$ cat src/rtl/cmd_pkg.sv
// Shared definitions for the command deframer and its handlers: sync bytes,
// command type codes, parser state encoding and the frame checksum step.
package cmd_pkg;

  localparam logic [7:0] SYNC0    = 8'hAA;
  localparam logic [7:0] SYNC1    = 8'h55;

  localparam logic [7:0] CMD_DAC  = 8'hFD;
  localparam logic [7:0] CMD_PWM  = 8'hFC;
  localparam logic [7:0] CMD_UART = 8'hFB;

  typedef enum logic [3:0] {
    PS_HUNT       = 4'd0,
    PS_SYNC2      = 4'd1,
    PS_TYPE       = 4'd2,
    PS_LEN_HI     = 4'd3,
    PS_LEN_LO     = 4'd4,
    PS_PAYLOAD    = 4'd5,
    PS_CSUM       = 4'd6,
    PS_EMIT_START = 4'd7,
    PS_EMIT_DATA  = 4'd8,
    PS_EMIT_DONE  = 4'd9
  } parser_state_e;

  // Plain-vector aliases so the state register stays a bare logic vector.
  localparam logic [3:0] ST_HUNT       = PS_HUNT;
  localparam logic [3:0] ST_SYNC2      = PS_SYNC2;
  localparam logic [3:0] ST_TYPE       = PS_TYPE;
  localparam logic [3:0] ST_LEN_HI     = PS_LEN_HI;
  localparam logic [3:0] ST_LEN_LO     = PS_LEN_LO;
  localparam logic [3:0] ST_PAYLOAD    = PS_PAYLOAD;
  localparam logic [3:0] ST_CSUM       = PS_CSUM;
  localparam logic [3:0] ST_EMIT_START = PS_EMIT_START;
  localparam logic [3:0] ST_EMIT_DATA  = PS_EMIT_DATA;
  localparam logic [3:0] ST_EMIT_DONE  = PS_EMIT_DONE;

  function automatic logic [7:0] csum_add(input logic [7:0] acc, input logic [7:0] b);
    return acc + b;
  endfunction

endpackage

$ cat src/rtl/cmd_frame_parser_if.sv
// Byte-in / command-out bus of the deframer. master = parser side,
// slave = link receiver plus command handlers.
interface cmd_frame_parser_if;

  logic [7:0]  rx_data;
  logic        rx_valid;
  logic [7:0]  cmd_type;
  logic [15:0] cmd_length;
  logic [7:0]  cmd_data;
  logic [15:0] cmd_data_index;
  logic        cmd_start;
  logic        cmd_data_valid;
  logic        cmd_done;
  logic        cmd_ready;
  logic        frame_err;
  logic        overrun;
  logic        busy;

  modport master (
    input  rx_data, rx_valid, cmd_ready,
    output cmd_type, cmd_length, cmd_data, cmd_data_index,
           cmd_start, cmd_data_valid, cmd_done, frame_err, overrun, busy
  );

  modport slave (
    output rx_data, rx_valid, cmd_ready,
    input  cmd_type, cmd_length, cmd_data, cmd_data_index,
           cmd_start, cmd_data_valid, cmd_done, frame_err, overrun, busy
  );

endinterface

$ cat src/rtl/cmd_payload_ram.sv
// Payload buffer: simple dual-port, synchronous write, registered read whose
// output holds whenever re is low.
module cmd_payload_ram #(
  parameter int DEPTH = 256,
  parameter int AW    = 8
) (
  input  logic          clk,
  input  logic          rst_n,
  input  logic          we,
  input  logic [AW-1:0] waddr,
  input  logic [7:0]    wdata,
  input  logic          re,
  input  logic [AW-1:0] raddr,
  output logic [7:0]    rdata
);

  logic [7:0] mem_r [DEPTH];

  // Write port.
  always_ff @(posedge clk) begin
    if (we) begin
      mem_r[waddr] <= wdata;
    end
  end

  // Registered read port.
  always_ff @(posedge clk or negedge rst_n) begin
    if (!rst_n) begin
      rdata <= 8'h00;
    end else if (re) begin
      rdata <= mem_r[raddr];
    end
  end

endmodule

$ cat src/rtl/cmd_frame_parser.sv
// Command deframer: validates AA 55 type len payload csum frames into a buffer
// and replays only checksum-correct frames on the shared cmd_* bus.
module cmd_frame_parser
  import cmd_pkg::*;
#(
  parameter int MAX_LEN     = 256,
  parameter int TIMEOUT_CYC = 1_000_000
) (
  input logic                clk,
  input logic                rst_n,
  cmd_frame_parser_if.master bus
);

  localparam int AW = (MAX_LEN > 1) ? $clog2(MAX_LEN) : 1;
  localparam int TW = (TIMEOUT_CYC > 1) ? $clog2(TIMEOUT_CYC + 1) : 1;
  localparam logic [15:0]   MAX_LEN_W = 16'(MAX_LEN);
  localparam logic [TW-1:0] TMO_LAST  = TW'(TIMEOUT_CYC - 1);

  logic [3:0]    state_r, state_nxt;
  logic [7:0]    type_r, type_nxt;
  logic [15:0]   len_r, len_nxt;
  logic [15:0]   idx_r, idx_nxt;
  logic [7:0]    csum_r, csum_nxt;
  logic [TW-1:0] tmo_r, tmo_nxt;
  logic [15:0]   rd_idx_r, rd_idx_nxt;
  logic          dvalid_r, dvalid_nxt;
  logic          start_r, start_nxt;
  logic          done_r, done_nxt;
  logic          ferr_r, ferr_nxt;
  logic          ovr_r, ovr_nxt;
  logic          busy_r;
  logic [7:0]    ctype_r, ctype_nxt;
  logic [15:0]   clen_r, clen_nxt;

  logic [15:0]   len_rx_s;
  logic [7:0]    csum_add_s;
  logic [15:0]   rd_idx_inc_s;
  logic          in_frame_s;
  logic          in_emit_s;
  logic          ram_we_s;
  logic          ram_re_s;
  logic [AW-1:0] ram_raddr_s;
  logic [7:0]    ram_rdata_s;

  assign len_rx_s     = {len_r[15:8], bus.rx_data};
  assign csum_add_s   = csum_add(csum_r, bus.rx_data);
  assign rd_idx_inc_s = rd_idx_r + 16'd1;
  assign in_frame_s   = (state_r >= ST_SYNC2) && (state_r <= ST_CSUM);
  assign in_emit_s    = (state_r >= ST_EMIT_START) && (state_r <= ST_EMIT_DONE);
  assign ram_we_s     = (state_r == ST_PAYLOAD) && bus.rx_valid;

  cmd_payload_ram #(
    .DEPTH (MAX_LEN),
    .AW    (AW)
  ) u_ram (
    .clk   (clk),
    .rst_n (rst_n),
    .we    (ram_we_s),
    .waddr (idx_r[AW-1:0]),
    .wdata (bus.rx_data),
    .re    (ram_re_s),
    .raddr (ram_raddr_s),
    .rdata (ram_rdata_s)
  );

  // Receive and replay FSM next-state and datapath decode.
  always_comb begin
    state_nxt   = state_r;
    type_nxt    = type_r;
    len_nxt     = len_r;
    idx_nxt     = idx_r;
    csum_nxt    = csum_r;
    tmo_nxt     = tmo_r;
    rd_idx_nxt  = rd_idx_r;
    dvalid_nxt  = dvalid_r;
    ctype_nxt   = ctype_r;
    clen_nxt    = clen_r;
    start_nxt   = 1'b0;
    done_nxt    = 1'b0;
    ferr_nxt    = 1'b0;
    ovr_nxt     = 1'b0;
    ram_re_s    = 1'b0;
    ram_raddr_s = {AW{1'b0}};

    case (state_r)
      ST_HUNT: begin
        csum_nxt = 8'h00;
        idx_nxt  = 16'h0000;
        if (bus.rx_valid && (bus.rx_data == SYNC0)) begin
          state_nxt = ST_SYNC2;
        end else begin
          state_nxt = ST_HUNT;
        end
      end
      ST_SYNC2: begin
        if (!bus.rx_valid) begin
          state_nxt = ST_SYNC2;
        end else if (bus.rx_data == SYNC1) begin
          state_nxt = ST_TYPE;
        end else if (bus.rx_data == SYNC0) begin
          state_nxt = ST_SYNC2;
        end else begin
          state_nxt = ST_HUNT;
        end
      end
      ST_TYPE: begin
        if (bus.rx_valid) begin
          type_nxt  = bus.rx_data;
          csum_nxt  = bus.rx_data;
          state_nxt = ST_LEN_HI;
        end else begin
          state_nxt = ST_TYPE;
        end
      end
      ST_LEN_HI: begin
        if (bus.rx_valid) begin
          len_nxt   = {bus.rx_data, 8'h00};
          csum_nxt  = csum_add_s;
          state_nxt = ST_LEN_LO;
        end else begin
          state_nxt = ST_LEN_HI;
        end
      end
      ST_LEN_LO: begin
        if (!bus.rx_valid) begin
          state_nxt = ST_LEN_LO;
        end else begin
          len_nxt  = len_rx_s;
          csum_nxt = csum_add_s;
          idx_nxt  = 16'h0000;
          if (len_rx_s > MAX_LEN_W) begin
            ferr_nxt  = 1'b1;
            state_nxt = ST_HUNT;
          end else if (len_rx_s == 16'h0000) begin
            state_nxt = ST_CSUM;
          end else begin
            state_nxt = ST_PAYLOAD;
          end
        end
      end
      ST_PAYLOAD: begin
        if (!bus.rx_valid) begin
          state_nxt = ST_PAYLOAD;
        end else begin
          csum_nxt = csum_add_s;
          idx_nxt  = idx_r + 16'd1;
          if (idx_r == (len_r - 16'd1)) begin
            state_nxt = ST_CSUM;
          end else begin
            state_nxt = ST_PAYLOAD;
          end
        end
      end
      ST_CSUM: begin
        if (!bus.rx_valid) begin
          state_nxt = ST_CSUM;
        end else if (bus.rx_data == csum_r) begin
          state_nxt = ST_EMIT_START;
        end else begin
          ferr_nxt  = 1'b1;
          state_nxt = ST_HUNT;
        end
      end
      ST_EMIT_START: begin
        rd_idx_nxt = 16'h0000;
        if (bus.cmd_ready) begin
          start_nxt = 1'b1;
          ctype_nxt = type_r;
          clen_nxt  = len_r;
          if (len_r == 16'h0000) begin
            state_nxt = ST_EMIT_DONE;
          end else begin
            state_nxt = ST_EMIT_DATA;
          end
        end else begin
          state_nxt = ST_EMIT_START;
        end
      end
      ST_EMIT_DATA: begin
        // First cycle here only prefetches byte 0; afterwards each transfer
        // prefetches the next byte so beats can go out back to back.
        if (!dvalid_r) begin
          dvalid_nxt  = 1'b1;
          rd_idx_nxt  = 16'h0000;
          ram_re_s    = 1'b1;
          ram_raddr_s = {AW{1'b0}};
        end else if (bus.cmd_ready) begin
          if (rd_idx_r == (len_r - 16'd1)) begin
            dvalid_nxt = 1'b0;
            done_nxt   = 1'b1;
            state_nxt  = ST_EMIT_DONE;
          end else begin
            rd_idx_nxt  = rd_idx_inc_s;
            ram_re_s    = 1'b1;
            ram_raddr_s = rd_idx_inc_s[AW-1:0];
          end
        end else begin
          state_nxt = ST_EMIT_DATA;
        end
      end
      ST_EMIT_DONE: begin
        // Data frames arrive with the done pulse already issued; zero-length
        // frames issue it here.
        if (done_r) begin
          state_nxt = ST_HUNT;
        end else begin
          done_nxt  = 1'b1;
          state_nxt = ST_EMIT_DONE;
        end
      end
      default: begin
        state_nxt = ST_HUNT;
      end
    endcase

    if (!in_frame_s) begin
      tmo_nxt = {TW{1'b0}};
    end else if (bus.rx_valid) begin
      tmo_nxt = {TW{1'b0}};
    end else if (tmo_r == TMO_LAST) begin
      tmo_nxt   = {TW{1'b0}};
      ferr_nxt  = 1'b1;
      state_nxt = ST_HUNT;
    end else begin
      tmo_nxt = tmo_r + TW'(1);
    end

    if (in_emit_s && bus.rx_valid) begin
      ovr_nxt = 1'b1;
    end else begin
      ovr_nxt = 1'b0;
    end
  end

  // State, datapath and registered outputs.
  always_ff @(posedge clk or negedge rst_n) begin
    if (!rst_n) begin
      state_r  <= ST_HUNT;
      type_r   <= 8'h00;
      len_r    <= 16'h0000;
      idx_r    <= 16'h0000;
      csum_r   <= 8'h00;
      tmo_r    <= {TW{1'b0}};
      rd_idx_r <= 16'h0000;
      dvalid_r <= 1'b0;
      start_r  <= 1'b0;
      done_r   <= 1'b0;
      ferr_r   <= 1'b0;
      ovr_r    <= 1'b0;
      busy_r   <= 1'b0;
      ctype_r  <= 8'h00;
      clen_r   <= 16'h0000;
    end else begin
      state_r  <= state_nxt;
      type_r   <= type_nxt;
      len_r    <= len_nxt;
      idx_r    <= idx_nxt;
      csum_r   <= csum_nxt;
      tmo_r    <= tmo_nxt;
      rd_idx_r <= rd_idx_nxt;
      dvalid_r <= dvalid_nxt;
      start_r  <= start_nxt;
      done_r   <= done_nxt;
      ferr_r   <= ferr_nxt;
      ovr_r    <= ovr_nxt;
      busy_r   <= (state_nxt != ST_HUNT);
      ctype_r  <= ctype_nxt;
      clen_r   <= clen_nxt;
    end
  end

  assign bus.cmd_type       = ctype_r;
  assign bus.cmd_length     = clen_r;
  assign bus.cmd_data       = ram_rdata_s;
  assign bus.cmd_data_index = rd_idx_r;
  assign bus.cmd_start      = start_r;
  assign bus.cmd_data_valid = dvalid_r;
  assign bus.cmd_done       = done_r;
  assign bus.frame_err      = ferr_r;
  assign bus.overrun        = ovr_r;
  assign bus.busy           = busy_r;

endmodule
$ cat src/flat_wrapper.sv
// flat-port wrapper written by rule: the top's interface ports become plain ports
module cmd_frame_parser_flat import cmd_pkg::*;
#(
  parameter int MAX_LEN     = 256,
  parameter int TIMEOUT_CYC = 1_000_000
)
  (clk, rst_n, bus_rx_data, bus_rx_valid, bus_cmd_ready, bus_cmd_type, bus_cmd_length, bus_cmd_data, bus_cmd_data_index, bus_cmd_start, bus_cmd_data_valid, bus_cmd_done, bus_frame_err, bus_overrun, bus_busy);
  cmd_frame_parser_if bus_i ();
  input logic clk;
  input logic rst_n;
  input wire logic [$bits(bus_i.rx_data)-1:0] bus_rx_data;
  input wire logic [$bits(bus_i.rx_valid)-1:0] bus_rx_valid;
  input wire logic [$bits(bus_i.cmd_ready)-1:0] bus_cmd_ready;
  output wire logic [$bits(bus_i.cmd_type)-1:0] bus_cmd_type;
  output wire logic [$bits(bus_i.cmd_length)-1:0] bus_cmd_length;
  output wire logic [$bits(bus_i.cmd_data)-1:0] bus_cmd_data;
  output wire logic [$bits(bus_i.cmd_data_index)-1:0] bus_cmd_data_index;
  output wire logic [$bits(bus_i.cmd_start)-1:0] bus_cmd_start;
  output wire logic [$bits(bus_i.cmd_data_valid)-1:0] bus_cmd_data_valid;
  output wire logic [$bits(bus_i.cmd_done)-1:0] bus_cmd_done;
  output wire logic [$bits(bus_i.frame_err)-1:0] bus_frame_err;
  output wire logic [$bits(bus_i.overrun)-1:0] bus_overrun;
  output wire logic [$bits(bus_i.busy)-1:0] bus_busy;
  assign bus_i.rx_data = bus_rx_data;
  assign bus_i.rx_valid = bus_rx_valid;
  assign bus_i.cmd_ready = bus_cmd_ready;
  assign bus_cmd_type = bus_i.cmd_type;
  assign bus_cmd_length = bus_i.cmd_length;
  assign bus_cmd_data = bus_i.cmd_data;
  assign bus_cmd_data_index = bus_i.cmd_data_index;
  assign bus_cmd_start = bus_i.cmd_start;
  assign bus_cmd_data_valid = bus_i.cmd_data_valid;
  assign bus_cmd_done = bus_i.cmd_done;
  assign bus_frame_err = bus_i.frame_err;
  assign bus_overrun = bus_i.overrun;
  assign bus_busy = bus_i.busy;
  cmd_frame_parser #(.MAX_LEN(MAX_LEN), .TIMEOUT_CYC(TIMEOUT_CYC)) u_core (.clk(clk), .rst_n(rst_n), .bus(bus_i));
endmodule
$ cat config.mk
export PLATFORM = sky130hd
export DESIGN_NAME = cmd_frame_parser_flat
export DESIGN_NICKNAME = d
export VERILOG_FILES = /design/src/rtl/cmd_pkg.sv /design/src/rtl/cmd_frame_parser_if.sv /design/src/rtl/cmd_payload_ram.sv /design/src/rtl/cmd_frame_parser.sv /design/src/flat_wrapper.sv
export SDC_FILE = /design/constraint.sdc
export NUM_CORES = 2
export LEC_CHECK = 0
export CAP_MARGIN = 20
export CORE_MARGIN = 3
export CORE_UTILIZATION = 50
export CTS_CLUSTER_SIZE = 14
export DETAILED_ROUTE_END_ITERATION = 8
export HOLD_SLACK_MARGIN = 0.03
export PLACE_DENSITY = 0.65
export SETUP_SLACK_MARGIN = 0.2
export SYNTH_ARGS = -nofsm -noshare
export SYNTH_HDL_FRONTEND = slang
export SYNTH_SLANG_ARGS = --single-unit
$ cat constraint.sdc
create_clock -name clk -period 7.3 [get_ports clk]
set_input_delay 1.46 -clock clk [delete_from_list [all_inputs] [get_ports clk]]
set_output_delay 1.46 -clock clk [all_outputs]
set_load 0.02 [all_outputs]
==> impl_metrics.env <==
export IMPL_area_growth_pct=12.5
export IMPL_clk_pin_slew_ns=0.06
export IMPL_min_delay_path_depth=1
export IMPL_gp_congestion=0.950
export IMPL_cts_hold_fix_buffers=0
export IMPL_nFillCells=13500
export IMPL_wirelength_met1_mm=107
export IMPL_cts_tree="built"
export IMPL_yosysMostFrequentCell="edfxtp_1"
export IMPL_max_freq_mhz=149
export IMPL_clockBufferDepth=3
export IMPL_drive_gt1_frac=0.124
export IMPL_grt_pass1_wl_mm=408
export IMPL_arrival_ns=7.50
export IMPL_firstDrtPassIters=9
export IMPL_cp_max_fo=10
export IMPL_vias_per_cell=6.75
export IMPL_drv_cap=0
export IMPL_vias=58100
export IMPL_synth_async_sr_flop_share=0.0580
export IMPL_ys_types=79
export IMPL_reg2reg_to="u_core.u_ram.rdata[4]"
export IMPL_die_area_sq_um=182000
export IMPL_yosysTopAreaCellShare=0.695
export IMPL_clock_latency_ns=0.88
export IMPL_synth_fp_nets=6085
export IMPL_crit_start="u_core.len_r[0]"
export IMPL_multiInputGateArea_sq_um=22100
export IMPL_syn_cell_area_sq_um=88500
export IMPL_reg2reg_slack_ns=0.60
export IMPL_floorplan_die_height_um=427
export IMPL_grt_max_degree=177
export IMPL_hold_end="u_core.type_r[7]"
export IMPL_fin_crit_ns=6.70
export IMPL_syn_avg_cell_area_sq_um=14.6
export IMPL_rsz0062_at_grt="false"
export IMPL_synth_seq_area_share=0.731
export IMPL_worst_ir_drop_vdd_mv=0.291
export IMPL_hold_viol=0
export IMPL_dp_hpwl_mm=174
export IMPL_r2r_cells=14
export IMPL_syn_inst=6058
export IMPL_synthTopCellsByCount="edfxtp_1, nor2_1, a21oi_1"
export IMPL_cts_buffers=214
export IMPL_hp_start="u_core.type_r[7]"
export IMPL_highest_signal_layer="met4"
export IMPL_finalCritPeriodShare=0.918
export IMPL_io_pins=66
export IMPL_totalNegativeSetupSlack_ns=0
export IMPL_met3_length_mm=38.7
export IMPL_first_global_vias=54800
export IMPL_power_total_uw=31600
export IMPL_setup_violations=0
export IMPL_synth_area_leaders="edfxtp_1, dfrtp_1, mux2i_1"
export IMPL_leakage_uw=0.0326
export IMPL_slew_violations=0
export IMPL_path_class="reg -> reg"
export IMPL_clock_skew_final_ns=0.0478
export IMPL_final_core_utilization=0.569
export IMPL_root_buffer="clkbuf_16"
export IMPL_finalWirelength_mm=287
export IMPL_ant_nets=0
export IMPL_drc=0
export IMPL_yosys_warnings=0
export IMPL_synth_top_cell_by_area="edfxtp_1"
export IMPL_hold_class="reg -> reg"
export IMPL_grt_usage=0.312
export IMPL_status="completed"
export IMPL_core_area_sq_um=175000
export IMPL_seqCellArea_sq_um=64700
export IMPL_cts_resized=0
export IMPL_synth_flop_cell="edfxtp_1"
export IMPL_gr_total_overflow=0
export IMPL_powerDensity_nw_per_um2=318
export IMPL_initial_utilization=0.506
export IMPL_required_ns=8.10
export IMPL_row_count=153
export IMPL_start_kind="flop"
export IMPL_synth_seq_cells=2174
export IMPL_r2r_start="u_core.len_r[0]"
export IMPL_synth_edf_count=2048
export IMPL_port_buffers=65
export IMPL_crit_path_end_kind="flop"
export IMPL_post_cts_buffers=0
export IMPL_routedWlPerCell_um=33.4
export IMPL_grt_antenna_before_repair=7
export IMPL_worstMarginPinSlew_ns=1.27
export IMPL_clock_sinks=2174
export IMPL_htreeDepth=4
export IMPL_drtIter0Drc=9892
export IMPL_wl_met2_mm=125
export IMPL_maxSlewHeadroom=0.152
export IMPL_chipWidth_um=427
export IMPL_final_nets=6112
[how the worst max path moves through the flow]
stage,end,slack [ns],depth (start not counted)
2_1_floorplan,u_core.u_ram.rdata[3],2.89,18
3_3_place_gp,u_core.u_ram.rdata[4],1.18,15
3_5_place_dp,u_core.u_ram.rdata[4],1.03,15
4_1_cts,u_core.u_ram.rdata[4],1.04,15
5_1_grt,u_core.u_ram.rdata[4],0.58,15
6_report,u_core.u_ram.rdata[4],0.60,14
[sequential cells by signal, indices dropped and copies added (netlist names), 16 cells and up]
register and flops:
u_core.bus.cmd_data_index 16, u_core.bus.cmd_length 16, u_core.idx_r 16, u_core.len_r 16, u_core.tmo_r 20, u_core.u_ram.mem_r 2048
[worst max-delay path, cell delays in order, from the launching register on]
cell and delay [ns]:
dfrtp_1 0.44, inv_1 0.12, ha_1 0.33, or3b_2 0.51, or4_1 0.47, o311ai_2 0.32
o2111ai_1 0.26, or4_1 1.05, o21ai_4 0.86, a211oi_1 0.14, o311a_1 0.33, a31oi_1 0.25
a31oi_1 0.27, nor4b_1 1.06, a211o_1 0.18
[cell families (layout without fill, tap and decap cells)]
group | after synthesis | in the layout | synth area share
adders and majority gates | 15 | 15 | 0.00221
other | 0 | 9 | 0
muxes | 529 | 529 | 0.0631
and+or+nand+nor | 1183 | 1183 | 0.0609
buffers and inverters | 487 | 699 | 0.0216
DFF | 2174 | 2174 | 0.731
AOI/OAI and AO/OA | 1586 | 1586 | 0.112
xor gates and xnor gates | 84 | 84 | 0.00909
[per-stage QoR]
step / setup WS (ns) / area (sq um) / hold WS (ns) / std cells
global placement: 1.18 / 92400 / 0.463 / 8189
finish: 0.598 / 99500 / 0.476 / 8604
floorplan: 2.89 / 88500 / 0.444 / 6058
CTS: 1.04 / 99500 / 0.478 / 8593
global route: 0.580 / 99500 / 0.519 / 8595
detailed placement: 1.03 / 92400 / 0.465 / 8192
[layout by cell type (no fill, tap or decap), types with 49 or more instances in the layout]
cell / Yosys / routed
nand3_1: 83 / 81
edfxtp_1: 2048 / 2048
clkinv_1: 2 / 54
and3_1: 90 / 89
nor2_1: 610 / 609
nand2_1: 160 / 155
nor3_1: 66 / 66
o22ai_1: 376 / 376
o21ai_0: 320 / 318
o211ai_1: 59 / 59
o221ai_1: 97 / 97
a21oi_1: 412 / 407
a211o_1: 51 / 51
buf_4: 6 / 159
clkdlybuf4s50_1: 0 / 56
a211oi_1: 50 / 49
dfrtp_1: 126 / 125
clkbuf_16: 0 / 218
mux2_2: 218 / 218
a221oi_1: 51 / 51
mux2i_1: 310 / 310
[power by group]
group | leakage (uW) | switching, uW | internal, uW
clock | 0.00344 | 4790 | 6370
sequential | 0.0201 | 130 | 13700
combinational | 0.00903 | 4810 | 1870
total | 0.0326 | 9720 | 21900
[area by class of cell]
class,count,share of cell area
flip-flops and latches,2174,0.650
repair buffers,262,0.0265
inverters,36,0.00136
well taps,2325,0.0292
clock buffers,265,0.0570
diodes,9,0.000226
clock inverters,136,0.0140
multi-input cells,3397,0.222
[per-layer routing]
| layer | up-vias | global-route usage |
|---|---|---|
| met5 | - | 0 |
| met2 | 4388 | 0.457 |
| met4 | 0 | 0.152 |
| li1 | 23900 | - |
| met3 | 836 | 0.0912 |
| met1 | 29000 | 0.427 |
(Power assumes the default switching activity.)
